## src/rtl/mso_interpolator.sv

```systemverilog
// Polyphase FIR interpolator: one input sample yields FACTOR filtered outputs via a single shared MAC.
// Latency: input accepted at edge E0 -> first out_valid after E0+K; K+1 cycles per output minimum.
// Backpressure: in_ready low while busy; an output is held stable in OUT until out_ready, stalling the MAC.
module mso_interpolator #(
  parameter int DATA_WIDTH  = 12,
  parameter int COEFF_WIDTH = 8,
  parameter int NUM_TAPS    = 8,
  parameter int FACTOR      = 4
) (
  input  logic                                clk,
  input  logic                                rst_n,
  input  logic [COEFF_WIDTH*NUM_TAPS-1:0]     coeff,
  input  logic                                clear,
  input  logic                                in_valid,
  output logic                                in_ready,
  input  logic signed [DATA_WIDTH-1:0]        in_data,
  output logic                                out_valid,
  input  logic                                out_ready,
  output logic signed [DATA_WIDTH-1:0]        out_data,
  output logic                                out_sat,
  output logic                                busy
);

  // Taps per polyphase branch and the counter / datapath widths derived from it.
  localparam int K      = NUM_TAPS / FACTOR;
  localparam int KW     = (K > 1) ? $clog2(K) : 1;
  localparam int PW     = $clog2(FACTOR);
  localparam int IW     = (NUM_TAPS > 1) ? $clog2(NUM_TAPS) : 1;
  localparam int PROD_W = DATA_WIDTH + COEFF_WIDTH;
  localparam int ACC_W  = DATA_WIDTH + COEFF_WIDTH + $clog2(K) + 1;
  localparam int SHIFT  = COEFF_WIDTH - 1;

  // Output clamp limits expressed at accumulator width so the compare stays signed.
  localparam logic signed [ACC_W-1:0] SAT_MAX = ACC_W'((2 ** (DATA_WIDTH - 1)) - 1);
  localparam logic signed [ACC_W-1:0] SAT_MIN = ~SAT_MAX;

  typedef enum logic [1:0] {
    ST_IDLE = 2'd0,
    ST_MAC  = 2'd1,
    ST_OUT  = 2'd2
  } state_t;

  state_t                         state;
  logic [PW-1:0]                  phase;
  logic [KW-1:0]                  k;
  logic signed [ACC_W-1:0]        acc;
  logic signed [DATA_WIDTH-1:0]   x [K];

  logic signed [COEFF_WIDTH-1:0]  h [NUM_TAPS];
  logic [IW-1:0]                  tap_idx;
  logic signed [COEFF_WIDTH-1:0]  h_sel;
  logic signed [DATA_WIDTH-1:0]   x_sel;
  logic signed [PROD_W-1:0]       prod;
  logic signed [ACC_W-1:0]        acc_sum;
  logic signed [ACC_W-1:0]        r;
  logic                           sat_hi;
  logic                           sat_lo;
  logic [DATA_WIDTH-1:0]          sat_dat;

  // Unpack the flat coefficient bus into a signed tap array.
  always_comb begin
    for (int i = 0; i < NUM_TAPS; i++) begin
      h[i] = coeff[i*COEFF_WIDTH +: COEFF_WIDTH];
    end
  end

  // Select h[phase + k*FACTOR] and x[k] for this MAC cycle; coeff is sampled live every cycle.
  always_comb begin
    tap_idx = IW'(phase) + IW'(k) * IW'(FACTOR);
    h_sel   = h[tap_idx];
    x_sel   = x[k];
  end

  // Full-precision signed product and accumulate; ACC_W leaves headroom so nothing wraps.
  always_comb begin
    prod    = PROD_W'(x_sel) * PROD_W'(h_sel);
    acc_sum = acc + ACC_W'(prod);
  end

  // Rescale from Q1.(COEFF_WIDTH-1) by arithmetic shift (floor), then clamp to the sample range.
  always_comb begin
    r      = acc_sum >>> SHIFT;
    sat_hi = (r > SAT_MAX);
    sat_lo = (r < SAT_MIN);
    if (sat_hi) begin
      sat_dat = SAT_MAX[DATA_WIDTH-1:0];
    end else if (sat_lo) begin
      sat_dat = SAT_MIN[DATA_WIDTH-1:0];
    end else begin
      sat_dat = r[DATA_WIDTH-1:0];
    end
  end

  // Control FSM with delay line, MAC accumulator and registered handshake outputs.
  always_ff @(posedge clk or negedge rst_n) begin
    if (!rst_n) begin
      state     <= ST_IDLE;
      phase     <= '0;
      k         <= '0;
      acc       <= '0;
      in_ready  <= 1'b0;
      out_valid <= 1'b0;
      out_data  <= '0;
      out_sat   <= 1'b0;
      busy      <= 1'b0;
      for (int i = 0; i < K; i++) begin
        x[i] <= '0;
      end
    end else if (clear) begin
      // Flush wins over any handshake this cycle; a held output is discarded.
      state     <= ST_IDLE;
      phase     <= '0;
      k         <= '0;
      acc       <= '0;
      in_ready  <= 1'b1;
      out_valid <= 1'b0;
      busy      <= 1'b0;
      for (int i = 0; i < K; i++) begin
        x[i] <= '0;
      end
    end else begin
      case (state)
        ST_IDLE: begin
          if (in_valid && in_ready) begin
            x[0] <= in_data;
            for (int i = 1; i < K; i++) begin
              x[i] <= x[i-1];
            end
            phase    <= '0;
            k        <= '0;
            acc      <= '0;
            in_ready <= 1'b0;
            busy     <= 1'b1;
            state    <= ST_MAC;
          end else begin
            in_ready <= 1'b1;
          end
        end

        ST_MAC: begin
          acc <= acc_sum;
          if (k == KW'(K - 1)) begin
            // Last tap of this phase: result is registered on the same edge.
            out_data  <= sat_dat;
            out_sat   <= sat_hi | sat_lo;
            out_valid <= 1'b1;
            state     <= ST_OUT;
          end else begin
            k <= k + KW'(1);
          end
        end

        ST_OUT: begin
          if (out_ready) begin
            out_valid <= 1'b0;
            if (phase == PW'(FACTOR - 1)) begin
              in_ready <= 1'b1;
              busy     <= 1'b0;
              state    <= ST_IDLE;
            end else begin
              phase <= phase + PW'(1);
              k     <= '0;
              acc   <= '0;
              state <= ST_MAC;
            end
          end
        end

        default: begin
          state    <= ST_IDLE;
          in_ready <= 1'b0;
          busy     <= 1'b0;
        end
      endcase
    end
  end

endmodule

```

## config.mk

```make
export PLATFORM = sky130hd
export DESIGN_NAME = mso_interpolator
export DESIGN_NICKNAME = d
export VERILOG_FILES = /design/src/rtl/mso_interpolator.sv
export SDC_FILE = /design/constraint.sdc
export NUM_CORES = 1
export LEC_CHECK = 0
export ABC_AREA = 1
export ABC_CLOCK_PERIOD_IN_PS = 6980
export BUFFER_PORTS_ARGS = -buffer_cell sky130_fd_sc_hd__buf_2
export CAP_MARGIN = 10
export CORE_ASPECT_RATIO = 1.25
export CORE_MARGIN = 1.5
export CORE_UTILIZATION = 60
export CTS_BUF_LIST = sky130_fd_sc_hd__clkbuf_16
export CTS_CLUSTER_SIZE = 24
export DETAILED_ROUTE_END_ITERATION = 7
export PLACE_DENSITY = 0.88
export SLEW_MARGIN = 20
export SYNTH_ARGS = -nofsm -noshare
export SYNTH_HDL_FRONTEND = slang
export SYNTH_SLANG_ARGS = --single-unit
```

## constraint.sdc

```tcl
create_clock -name clk -period 6.98 [get_ports clk]
set_input_delay 1.047 -clock clk [delete_from_list [all_inputs] [get_ports clk]]
set_output_delay 1.047 -clock clk [all_outputs]
set_load 0.01 [all_outputs]
```

==> summary by stage <==
Outcome
The run finished with clean final reports.

STA
The final hold slack is ~0.5 ns. The final count of hold timing violations is 0. Static timing analysis puts the maximum clock frequency at 154 MHz.

In this run the tightest slew margin relative to its limit is 32.3%. Clock skew on the completed layout was measured at 0.0142 ns. The pin slew with the least headroom to its limit is 1.01 ns. The post-route fraction of the period consumed by the critical path is roughly 93%.

The routed design could run at a clock period as short as 6.48 ns. Setup repair after global routing left no endpoint under its margin. Setup violations remaining at the end of the flow were counted as 0. Setup total negative slack on the finished layout was measured at 0 ns. The number of pins with negative max-slew slack in the final report came to 0. The setup slack after layout is 0.496 ns.

Drt
The remaining antenna violation count after routing is 0. In this run, the number of DRC markers left after iteration 0 of detailed routing was about 480. Dividing the detail-routed wire length by the instance count gives 16.7 microns. Summed over all layers, the routed wires come to approximately 22,000 microns. The total via count in the routed design is 7,329. The first detailed-routing pass ran for 6 iterations. The post-detailed-route DRC marker count is 0. The detailed-route vias per instance is between 5 and 6.

Cells and area
The number of nets in the layout is ~1,400. The fraction of layout instances using a drive strength above 1 is ~15%. The commonest non-fill, non-tap cell in the layout is sky130_fd_sc_hd__nand2_1. The top cell types in the final layout, fill and taps aside, are 219 x sky130_fd_sc_hd__nand2_1, 187 x sky130_fd_sc_hd__inv_1, 127 x sky130_fd_sc_hd__nor2_1. The final design utilization is ~69%. Compared with the post-synthesis result, the final layout area differs by 12.0%. The number of diodes is 0. Fill cells in the final layout number ~1,000.

Synth
The synthesized instance count is 1,035. The cell accounting for the most synthesized area is sky130_fd_sc_hd__fa_1. The number of nets in the synthesized netlist is 1,275.

The share of synthesized registers carrying an async set or reset is 100%. The count of unique library cells instantiated by Yosys is 36. The average cell area after synthesis is 7.85 sq um. Ranked by total cell area, the synthesized netlist is headed by sky130_fd_sc_hd__fa_1 27%, sky130_fd_sc_hd__dfrtp_1 21%, sky130_fd_sc_hd__nand2_1 10%. The total standard cell area after synthesis is just over 8000 sq um. The predominant post-synthesis flop cell is sky130_fd_sc_hd__dfrtp_1. The number of flip-flops and latches in the synthesized netlist is between 60 and 70. The area share of the leading cell type in the synthesized netlist is 26.6%. The number of warning messages in the yosys log is 0. The number of flops mapped to enable cells by yosys is 0. The sequential cell area fraction in the yosys report is between 20% and 30%.

Clock network
Clock latency on the worst-skew pair, taken at its later pin, is 0.35 ns. The clock transition time at the flip-flop clock pins of the worst setup and hold paths is about 0.06 ns. TritonCTS built the clock tree. The post-CTS setup buffer count is 0. In this run, post-CTS hold repair placed 0 buffers. Counting the buffers created by CTS gives 9. The number of H-tree levels is 3. The clock passes through at most 2 buffers. The CTS root buffer is sky130_fd_sc_hd__clkbuf_16. The count of instances resized after the clock tree is built is 0. The number of sinks handled by clock tree synthesis is 67.

Placement
At the placement stage, the worst setup path has a slack of 0.486 ns. The count of input and output buffers is 96. After legalization and detailed placement, the total HPWL measured 16,800 microns. The global placement routability congestion is 0.963.

Min path
The path category of the worst min-delay check is reg2reg. The worst hold path cell count is 2.

Critical path
The cell occurring most often along the worst timing path is sky130_fd_sc_hd__nand2_1. The worst setup path is of the reg2reg kind. The count of buffering cells on the critical path with inverters included is 3. The slowest stage of the critical path is the sky130_fd_sc_hd__dfrtp_1 cell. In this run the worst path has a maximum fanout of 18. Traced cell by cell, the critical path runs through inv_1 > o21ai_0 > o221ai_1 > nand2_1 > inv_1 > nand2_1 > fa_1 > fa_1 > inv_1 > fa_1 > fa_1 > fa_1 > ha_1 > nand2_1 > nor2_1 > nand2_1 > nand3_1 > nand2_1 > nand2_1 > xor2_1 > nand2_1 > a21oi_2. Data on the critical path arrives at its endpoint at between 6 and 7 ns. The required time reported for the critical path endpoint is 7.25 ns. On the worst path, the slowest cell contributes a delay of 0.60 ns.

The critical path capture point type is a flop. The critical path runs through a total of 22 cells. STA classifies the critical path startpoint as a flop. The kind of cell with the highest combined delay on the critical path is adder cells. Counting cells, the worst reg-to-reg path comes to 22.

Global route
The first global-routing pass estimated 35,400 microns of wire. The number of global-route vias before repair is 7,490. Entering global routing, the biggest net connects 68 pins. For this run the aggregate overflow at the end of global routing stands at 0. Global routing used 32.2% of the available tracks across all layers.

The number of antenna violations at the first check in global routing is 0.

Flow run
Across the run, the number of max-cap violations was 0.

Die
The top-level I/O count is 97. Measured along the x axis, the die boundary spans 107 microns. The full die area is 14,200 sq um. The standard cell core area is 13,200 sq um.

The floorplan has between 40 and 50 rows. For this configuration, the core starts out at a cell density of 61.4%. The floorplan die height is 133 microns.
worst reg2reg max path, cell delays in order (launching register included):
cell and delay, ns:
sky130_fd_sc_hd__dfrtp_1 0.60, sky130_fd_sc_hd__inv_1 0.46, sky130_fd_sc_hd__o21ai_0 0.21, sky130_fd_sc_hd__o221ai_1 0.20, sky130_fd_sc_hd__nand2_1 0.26, sky130_fd_sc_hd__inv_1 0.21
sky130_fd_sc_hd__nand2_1 0.10, sky130_fd_sc_hd__fa_1 0.52, sky130_fd_sc_hd__fa_1 0.50, sky130_fd_sc_hd__inv_1 0.06, sky130_fd_sc_hd__fa_1 0.51, sky130_fd_sc_hd__fa_1 0.53
sky130_fd_sc_hd__fa_1 0.51, sky130_fd_sc_hd__ha_1 0.36, sky130_fd_sc_hd__nand2_1 0.11, sky130_fd_sc_hd__nor2_1 0.28, sky130_fd_sc_hd__nand2_1 0.09, sky130_fd_sc_hd__nand3_1 0.19
sky130_fd_sc_hd__nand2_1 0.08, sky130_fd_sc_hd__nand2_1 0.10, sky130_fd_sc_hd__xor2_1 0.28, sky130_fd_sc_hd__nand2_1 0.13, sky130_fd_sc_hd__a21oi_2 0.15
sequential cells by signal (all words and copies together), names as in the netlist:
name,flops
acc,22
busy,1
in_ready,1
k,1
out_data,12
out_sat,1
out_valid,1
phase,2
state,2
x,24
final timing paths:
| kind | startpoint | slack, ns | endpoint |
|---|---|---|---|
| min in group asynchronous | rst_n | 0.90 | x[4] |
| worst max register to register | phase[1] | 0.50 | out_data[6] |
| worst min register to register | out_data[11] | 0.49 | out_data[11] |
| worst max-delay path | phase[1] | 0.50 | out_data[6] |
| max in group asynchronous | rst_n | 5.52 | out_data[5] |
| worst min-delay path | out_data[11] | 0.49 | out_data[11] |
cells in the mapped netlist (11+ instances only):
| library cell | number |
|---|---|
| sky130_fd_sc_hd__a21oi_1 | 15 |
| sky130_fd_sc_hd__ha_1 | 51 |
| sky130_fd_sc_hd__a21oi_2 | 11 |
| sky130_fd_sc_hd__fa_1 | 108 |
| sky130_fd_sc_hd__inv_1 | 187 |
| sky130_fd_sc_hd__o221ai_1 | 14 |
| sky130_fd_sc_hd__clkbuf_1 | 20 |
| sky130_fd_sc_hd__xor2_1 | 11 |
| sky130_fd_sc_hd__dfrtp_1 | 67 |
| sky130_fd_sc_hd__o21ai_1 | 11 |
| sky130_fd_sc_hd__nor2_1 | 128 |
| sky130_fd_sc_hd__o21ai_0 | 76 |
| sky130_fd_sc_hd__nand2_1 | 219 |
| sky130_fd_sc_hd__nand3_1 | 47 |
per-stage QoR:
step / instances / cell area (sq um)
global placement: 1287 / 8790
detailed placement: 1287 / 8790
finish: 1303 / 9090
global route: 1303 / 9090
floorplan: 1035 / 8120
CTS: 1303 / 9090
final cells by class:
| cell class | count | area, sq um | area share, % |
|---|---|---|---|
| timing repair buffer | 111 | 593 | 6.52 |
| clock inverter | 7 | 75.1 | 0.825 |
| inverter | 199 | 747 | 8.21 |
| multi-input combinational | 739 | 5560 | 61.2 |
| clock buffer | 9 | 225 | 2.48 |
| sequential | 67 | 1680 | 18.4 |
| tap | 171 | 214 | 2.35 |
cell families after synthesis:
family / share of synthesized area [%]
AO/OA/AOI/OAI: 10.5
flip-flops: 20.6
adder cells (fa/ha/maj): 34.5
buffers and inverters: 10.9
AND/OR/NAND/NOR: 22.0
XOR/XNOR: 1.51
routing by layer:
metal | part of all wire [%] | track usage (%) | vias up
li1 | - | - | 3367
met1 | 35 | 35.3 | 3467
met2 | 51 | 56.3 | 384
met3 | 7.2 | 6.45 | 111
met4 | 6.6 | 20.1 | 0
met5 | 0 | 0 | -
Power is not shown: default switching activity piles up to over one toggle a cycle in this logic, so the estimate is an artifact.
